`src/rtl/iis_dma_ctrl.sv`:
```
// Memory-side DMA sequencer for the I2S FIFOs: round-robin tx/rx frames over one memory port.
// Latency: grant to tx fill in 4 cycles at zero-wait ack; mem_req holds until ack, IDLE waits on FIFO full/empty.
module iis_dma_ctrl #(
  parameter int AW = 32,
  parameter int LW = 16
) (
  input  logic          clk,
  input  logic          rstn,
  input  logic          enable,
  input  logic          tx_start,
  input  logic          tx_circ,
  input  logic [AW-1:0] tx_base,
  input  logic [LW-1:0] tx_len,
  input  logic          rx_start,
  input  logic          rx_circ,
  input  logic [AW-1:0] rx_base,
  input  logic [LW-1:0] rx_len,
  input  logic          tx_data_l_full,
  input  logic          tx_data_r_full,
  output logic          tx_data_fill,
  output logic [31:0]   tx_data_l,
  output logic [31:0]   tx_data_r,
  input  logic          rx_data_l_empty,
  input  logic          rx_data_r_empty,
  output logic          rx_data_drain,
  input  logic [31:0]   rx_data_l,
  input  logic [31:0]   rx_data_r,
  output logic          mem_req,
  output logic          mem_we,
  output logic [AW-1:0] mem_addr,
  output logic [31:0]   mem_wdata,
  input  logic [31:0]   mem_rdata,
  input  logic          mem_ack,
  output logic          tx_done,
  output logic          rx_done,
  output logic          tx_wrap,
  output logic          rx_wrap
);

  typedef enum logic [2:0] {
    IDLE, TX_RD_L, TX_RD_R, TX_PUSH, RX_POP, RX_WR_L, RX_WR_R, SETTLE
  } state_t;

  state_t        state, state_nxt;
  logic          last_rx;
  logic [LW-1:0] tx_rem, rx_rem;
  logic [AW-1:0] tx_addr, rx_addr;
  logic          tx_pend, rx_pend;
  logic [AW-1:0] tx_pbase, rx_pbase;
  logic [LW-1:0] tx_plen, rx_plen;
  logic [31:0]   rx_hold_l, rx_hold_r;
  logic          tx_need, rx_need, grant_tx, grant_rx;
  logic          tx_busy, rx_busy, tx_load_now, rx_load_now;

  assign tx_need = (tx_rem != '0) && !tx_data_l_full && !tx_data_r_full;
  assign rx_need = (rx_rem != '0) && !rx_data_l_empty && !rx_data_r_empty;

  // SETTLE belongs to whichever channel was granted last
  assign tx_busy = (state inside {TX_RD_L, TX_RD_R, TX_PUSH}) || (state == SETTLE && !last_rx);
  assign rx_busy = (state inside {RX_POP, RX_WR_L, RX_WR_R}) || (state == SETTLE && last_rx);

  // A start landing in the channel's own SETTLE is applied on this same IDLE entry
  assign tx_load_now = tx_start && (!tx_busy || state == SETTLE);
  assign rx_load_now = rx_start && (!rx_busy || state == SETTLE);

  always_comb begin
    grant_tx = 1'b0;
    grant_rx = 1'b0;
    if (state == IDLE && enable) begin
      if (tx_need && rx_need) begin
        grant_tx = last_rx;
        grant_rx = !last_rx;
      end else begin
        grant_tx = tx_need;
        grant_rx = rx_need;
      end
    end
  end

  always_ff @(posedge clk or negedge rstn) begin
    if (!rstn) state <= IDLE;
    else       state <= state_nxt;
  end

  always_comb begin
    state_nxt     = state;
    mem_req       = 1'b0;
    mem_we        = 1'b0;
    mem_addr      = '0;
    mem_wdata     = '0;
    tx_data_fill  = 1'b0;
    rx_data_drain = 1'b0;
    case (state)
      IDLE: begin
        if (grant_tx)      state_nxt = TX_RD_L;
        else if (grant_rx) state_nxt = RX_POP;
      end
      TX_RD_L: begin
        mem_req  = 1'b1;
        mem_addr = tx_addr;
        if (mem_ack) state_nxt = enable ? TX_RD_R : SETTLE;
      end
      TX_RD_R: begin
        mem_req  = 1'b1;
        mem_addr = tx_addr + AW'(4);
        if (mem_ack) state_nxt = enable ? TX_PUSH : SETTLE;
      end
      // once the push is issued the frame is committed, even if enable drops
      TX_PUSH: begin
        tx_data_fill = 1'b1;
        state_nxt    = SETTLE;
      end
      RX_POP: begin
        rx_data_drain = 1'b1;
        state_nxt     = RX_WR_L;
      end
      RX_WR_L: begin
        mem_req   = 1'b1;
        mem_we    = 1'b1;
        mem_addr  = rx_addr;
        mem_wdata = rx_hold_l;
        if (mem_ack) state_nxt = RX_WR_R;
      end
      RX_WR_R: begin
        mem_req   = 1'b1;
        mem_we    = 1'b1;
        mem_addr  = rx_addr + AW'(4);
        mem_wdata = rx_hold_r;
        if (mem_ack) state_nxt = SETTLE;
      end
      SETTLE:  state_nxt = IDLE;
      default: state_nxt = IDLE;
    endcase
  end

  always_ff @(posedge clk or negedge rstn) begin
    if (!rstn) begin
      last_rx   <= 1'b1;
      tx_rem    <= '0;
      rx_rem    <= '0;
      tx_addr   <= '0;
      rx_addr   <= '0;
      tx_pend   <= 1'b0;
      rx_pend   <= 1'b0;
      tx_pbase  <= '0;
      rx_pbase  <= '0;
      tx_plen   <= '0;
      rx_plen   <= '0;
      rx_hold_l <= '0;
      rx_hold_r <= '0;
      tx_data_l <= '0;
      tx_data_r <= '0;
      tx_done   <= 1'b0;
      rx_done   <= 1'b0;
      tx_wrap   <= 1'b0;
      rx_wrap   <= 1'b0;
    end else begin
      tx_wrap <= 1'b0;
      rx_wrap <= 1'b0;
      if (grant_tx)      last_rx <= 1'b0;
      else if (grant_rx) last_rx <= 1'b1;

      if (state == TX_RD_L && mem_ack) tx_data_l <= mem_rdata;
      if (state == TX_RD_R && mem_ack) tx_data_r <= mem_rdata;
      if (state == RX_POP) begin
        rx_hold_l <= rx_data_l;
        rx_hold_r <= rx_data_r;
      end

      if (tx_start && !tx_load_now) begin
        tx_pend  <= 1'b1;
        tx_pbase <= tx_base;
        tx_plen  <= tx_len;
      end
      if (tx_load_now) begin
        tx_addr <= tx_base;
        tx_rem  <= tx_len;
        tx_done <= (tx_len == '0) && !tx_circ;
        tx_pend <= 1'b0;
      end else if (tx_pend && tx_busy && state == SETTLE) begin
        tx_addr <= tx_pbase;
        tx_rem  <= tx_plen;
        tx_done <= (tx_plen == '0) && !tx_circ;
        tx_pend <= 1'b0;
      end else if (state == TX_PUSH) begin
        if (tx_rem == LW'(1) && tx_circ) begin
          tx_addr <= tx_base;
          tx_rem  <= tx_len;
          tx_wrap <= 1'b1;
        end else begin
          tx_addr <= tx_addr + AW'(8);
          tx_rem  <= tx_rem - LW'(1);
          if (tx_rem == LW'(1)) tx_done <= 1'b1;
        end
      end

      if (rx_start && !rx_load_now) begin
        rx_pend  <= 1'b1;
        rx_pbase <= rx_base;
        rx_plen  <= rx_len;
      end
      if (rx_load_now) begin
        rx_addr <= rx_base;
        rx_rem  <= rx_len;
        rx_done <= (rx_len == '0) && !rx_circ;
        rx_pend <= 1'b0;
      end else if (rx_pend && rx_busy && state == SETTLE) begin
        rx_addr <= rx_pbase;
        rx_rem  <= rx_plen;
        rx_done <= (rx_plen == '0) && !rx_circ;
        rx_pend <= 1'b0;
      end else if (state == RX_WR_R && mem_ack) begin
        if (rx_rem == LW'(1) && rx_circ) begin
          rx_addr <= rx_base;
          rx_rem  <= rx_len;
          rx_wrap <= 1'b1;
        end else begin
          rx_addr <= rx_addr + AW'(8);
          rx_rem  <= rx_rem - LW'(1);
          if (rx_rem == LW'(1)) rx_done <= 1'b1;
        end
      end
    end
  end

endmodule

```
`config.mk`:
```
export PLATFORM = sky130hd
export DESIGN_NAME = iis_dma_ctrl
export DESIGN_NICKNAME = d
export VERILOG_FILES = /design/src/rtl/iis_dma_ctrl.sv
export SDC_FILE = /design/constraint.sdc
export NUM_CORES = 1
export LEC_CHECK = 0
export ABC_CLOCK_PERIOD_IN_PS = 4550
export CAP_MARGIN = 20
export CORE_MARGIN = 4
export CORE_UTILIZATION = 54
export CTS_BUF_LIST = sky130_fd_sc_hd__clkbuf_4 sky130_fd_sc_hd__clkbuf_8
export DETAILED_ROUTE_END_ITERATION = 12
export GPL_TIMING_DRIVEN = 1
export PLACE_DENSITY = 0.83
export SYNTH_ARGS = -nofsm -noshare
export SYNTH_HDL_FRONTEND = slang
export SYNTH_SLANG_ARGS = --single-unit
export TNS_END_PERCENT = 1
```
`constraint.sdc`:
```
create_clock -name clk -period 4.55 [get_ports clk]
set_clock_uncertainty 0.1 [all_clocks]
set_input_delay 0.6825 -clock clk [delete_from_list [all_inputs] [get_ports clk]]
set_output_delay 0.6825 -clock clk [all_outputs]
set_load 0.02 [all_outputs]
```
==> impl_metrics.csv <==
group,metric,value,unit
status,status,"complete, no violations",
global_routing,first_global_vias,16100,
clocking,clock_latency,650,ps
synth,yosysWarnings,0,
critical_path,r2r-start,"state[1]$_DFFE_PN0P_",
pwr,p_int,9.88,mW
critical_path,r2r_end,"tx_rem[11]$_DFFE_PN0P_",
clocking,cts_num_sinks,330,
layout,fin_cells,2514,
layout,postLayoutCellArea,0.0227,mm2
route,firstDrtPassIters,6,
placed_design,dp.cells,2401,
route,vias,15900,
critical_path,critPathLaunchType,"flip-flop",
pwr,clockPowerShare,17.9,%
clocking,cts_root_buf,"clkbuf_8",
sta,rsz0062_at_grt,"false",
critical_path,required,3770,ps
min_path,min-delay-path-class,"input pin to async pin",
synth,syn_inst,1718,
sta,post-route-period-util,94.9,%
placed_design,placed_area,0.0213,mm2
placed_design,port_buffers,339,
synth,synth_edf_count,0,
placed_design,routabilityCongestion,0.900,
layout,layout-drive-gt1-share,20.0,%
sta,finalWorstSetupSlack,231,ps
synth,syn-num-nets,1929,
job,maxCapViolations,0,
critical_path,worstPathCellList,"and3b_2, o21ai_0, ha_2, nand4_1, nor4_4, o21bai_2, nor3_2, xor2_1, o22ai_1, clkdlybuf4s50_1",
sta,drv_slew,0,
pwr,pwr-share-comb,47.7,%
layout,area_growth,29.0,%
route,wire_per_inst,23.3,um
critical_path,arrival,3540,ps
critical_path,reg2regPathDepth,8,
critical_path,cpMaxStageDelayCell,"clkdlybuf4s50_1",
route,ant_nets,0,
synth,ys.flop_type,"dfrtp_1",
floorplan,rows,65,
global_routing,grt_pass1_wl,90600,um
critical_path,crit_path_max_incr_delay,640,ps
sta,worstMarginPinSlew,1120,ps
clocking,clk_path_buf_depth,3,
global_routing,grt-ovfl-total,0,
pwr,power_density,753,mW/mm2
sta,final.min_clock_period,4320,ps
pwr,irDropWorstVdd,485,uV
global_routing,antenna_found_initial,6,
sta,hold_viol,0,
synth,syn_area,0.0176,mm2
pwr,p_total,17.1,mW
floorplan,die_area,0.0355,mm2
clocking,holdBufCountCts,0,
sta,slew_headroom,25.4,%
sta,setup-tns-final,0,ps
synth,synth-async-reset-ratio,100,%
sta,setup_viol,0,
floorplan,die_height,189,um
placed_design,place_worst_setup_slack,415,ps
layout,multi_input_area,0.00872,mm2
route,drt_iter0_drc,1575,
synth,avgSynthCellArea,10.2,um2
floorplan,core,0.0319,mm2
pwr,p_sw,7.21,mW
global_routing,grt_max_degree,117,
critical_path,path_max_fanout,8,
clocking,cts_max_level,2,
layout,fillCellCount,2250,
clocking,clkTransAtPathRegs,60,ps
critical_path,critPathKind,"flip-flop to output port",
synth,netlist-cell-type-count,77,
pwr,p_seq_share,34.4,%
layout,finish.utilization,71.2,%
floorplan,die_w,189,um
layout,area.sequential,0.00826,mm2
pwr,power.leakage,9.27,nW
pwr,netSwitchingFraction,42.2,%
route,drcViolationCount,0,
sta,whs,52.2,ps
layout,fin_nets,2238,
route,routed_via_density,6.31,
critical_path,endpoint_kind,"output port",
critical_path,rrSetupSlack,1270,ps
placed_design,dp_hpwl,41200,um
clocking,cts_tree,"done",
clocking,cts-buffers-inserted,57,
global_routing,gr-usage-all-layers,31.8,%
route,drt_wl_total,58600,um
synth,yosysSeqAreaShare,46.9,%
floorplan,io_pins,340,
floorplan,start_util,55.2,%
sta,clock.fmax,0.232,GHz
synth,ys_ff_latch,330,
==> registers in the layout (all words and copies together), names as in the netlist, 32 cells and up <==
name / cells
rx_addr: 32
rx_hold_l: 32
rx_hold_r: 32
rx_pbase: 32
tx_addr: 32
tx_data_l: 32
tx_data_r: 32
tx_pbase: 32
==> worst max path at each step <==
| stage | startpoint | end |
|---|---|---|
| floorplan | state[1]$_DFFE_PN0P_ | mem_addr[24] |
| global placement | state[2]$_DFFE_PN0P_ | mem_addr[24] |
| detailed placement | state[2]$_DFFE_PN0P_ | mem_addr[26] |
| CTS | state[2]$_DFFE_PN0P_ | mem_addr[26] |
| global route | state[2]$_DFFE_PN0P_ | mem_addr[24] |
| finish | state[2]$_DFFE_PN0P_ | mem_addr[24] |
==> synth_stat cells (5+ instances only) <==
master      n  area share [%]
ha_1        7            0.50
o32ai_1    17            0.85
a22o_1     35             1.7
and2_1      9            0.32
mux2_2    228              15
nand2_1   128             2.7
inv_1      26            0.55
a21o_1      6            0.26
mux2i_1    35             2.0
dfrtp_1   329              47
o221ai_1   26             1.3
nor4_4      5            0.60
o21ai_1     6            0.17
nor2b_1     5            0.18
nor3_1     36             1.0
xor2_1     14            0.70
a22oi_1    13            0.55
buf_2      55             1.6
o211ai_1    5            0.21
xnor2_1    10            0.50
or3_1      11            0.39
nand4_1    25            0.89
clkbuf_1   55             1.2
nor2_1    158             3.4
o21a_1      8            0.34
a211oi_1   11            0.47
buf_6       5            0.32
o21ai_0    73             2.1
a21oi_1   120             3.4
nand4_2     5            0.36
o22a_1      6            0.30
nand3_1    48             1.4
and3_1     14            0.50
nor4_1     26            0.92
nand2b_1    7            0.25
o22ai_1    65             2.3
nor4_2      5            0.36
a31oi_1    12            0.43
o31ai_1     6            0.26
==> worst max-delay path, delay by kind of cell, from the launching register on <==
family / cells / cell delay (ps)
and+or+nand+nor: 4 / 1000
buffers and inverters: 1 / 640
AOI/OAI and AO/OA: 3 / 510
DFF: 1 / 440
adders and majority gates: 1 / 270
xor gates and xnor gates: 1 / 80
==> power by group through the flow <==
stage | clock network, mW | logic (mW) | registers (mW)
after global placement | 0 | 7.80 | 5.72
after detailed placement | 0 | 7.98 | 5.82
after CTS | 3.10 | 8.07 | 5.82
after global routing | 3.23 | 8.70 | 6.04
after floorplan | 0 | 4.98 | 5.62
final | 3.06 | 8.15 | 5.89
==> logic make-up (layout without fill, tap and decap cells) <==
logic type      Yosys count  in the layout  synth area share, %
compound gates          438            438                 16.3
xor+xnor                 24             24                 1.19
fa+ha+maj                 7              7                0.498
buf+inv                 149            506                 3.87
flops                   330            330                 46.9
mux                     263            263                 16.6
other cells               0              4                    0
simple gates            507            507                 14.6
==> layout by cell type, fill, tap and decap left out, types with 25 or more instances in the layout <==
cell type,netlist,routed
buf_4,3,29
nand2_1,128,127
nand4_1,25,25
mux2_2,228,228
inv_1,26,26
a21oi_1,120,119
dfrtp_1,329,328
nor3_1,36,35
o22ai_1,65,65
nor4_1,26,26
o221ai_1,26,26
o21ai_0,73,73
nand3_1,48,47
clkbuf_8,0,74
mux2i_1,35,35
clkdlybuf4s50_1,0,332
a22o_1,35,35
nor2_1,158,154
==> layout make-up <==
cell class | instances | area share (%)
diodes | 4 | 0.0441
repair buffers | 373 | 16.5
flip-flops and latches | 330 | 36.4
inverters | 26 | 0.430
clock inverters | 12 | 0.623
well taps | 435 | 2.40
clock buffers | 95 | 5.18
multi-input cells | 1239 | 38.4
==> routing by layer <==
| metal | wire length, um | vias to the layer above | global-route usage, % |
|---|---|---|---|
| li1 | - | 7025 | - |
| met1 | 21300 | 7880 | 37.2 |
| met2 | 29000 | 783 | 54.5 |
| met3 | 5600 | 160 | 9.65 |
| met4 | 2770 | 4 | 13.6 |
| met5 | 26 | - | 0 |
==> timing repair <==
item,4_1_cts,5_1_grt
resized for setup,6,8
setup buffers,0,0
endpoints found under the setup margin,10,8
pin swaps,0,2
Note: power is estimated with default switching activity, not from simulation.
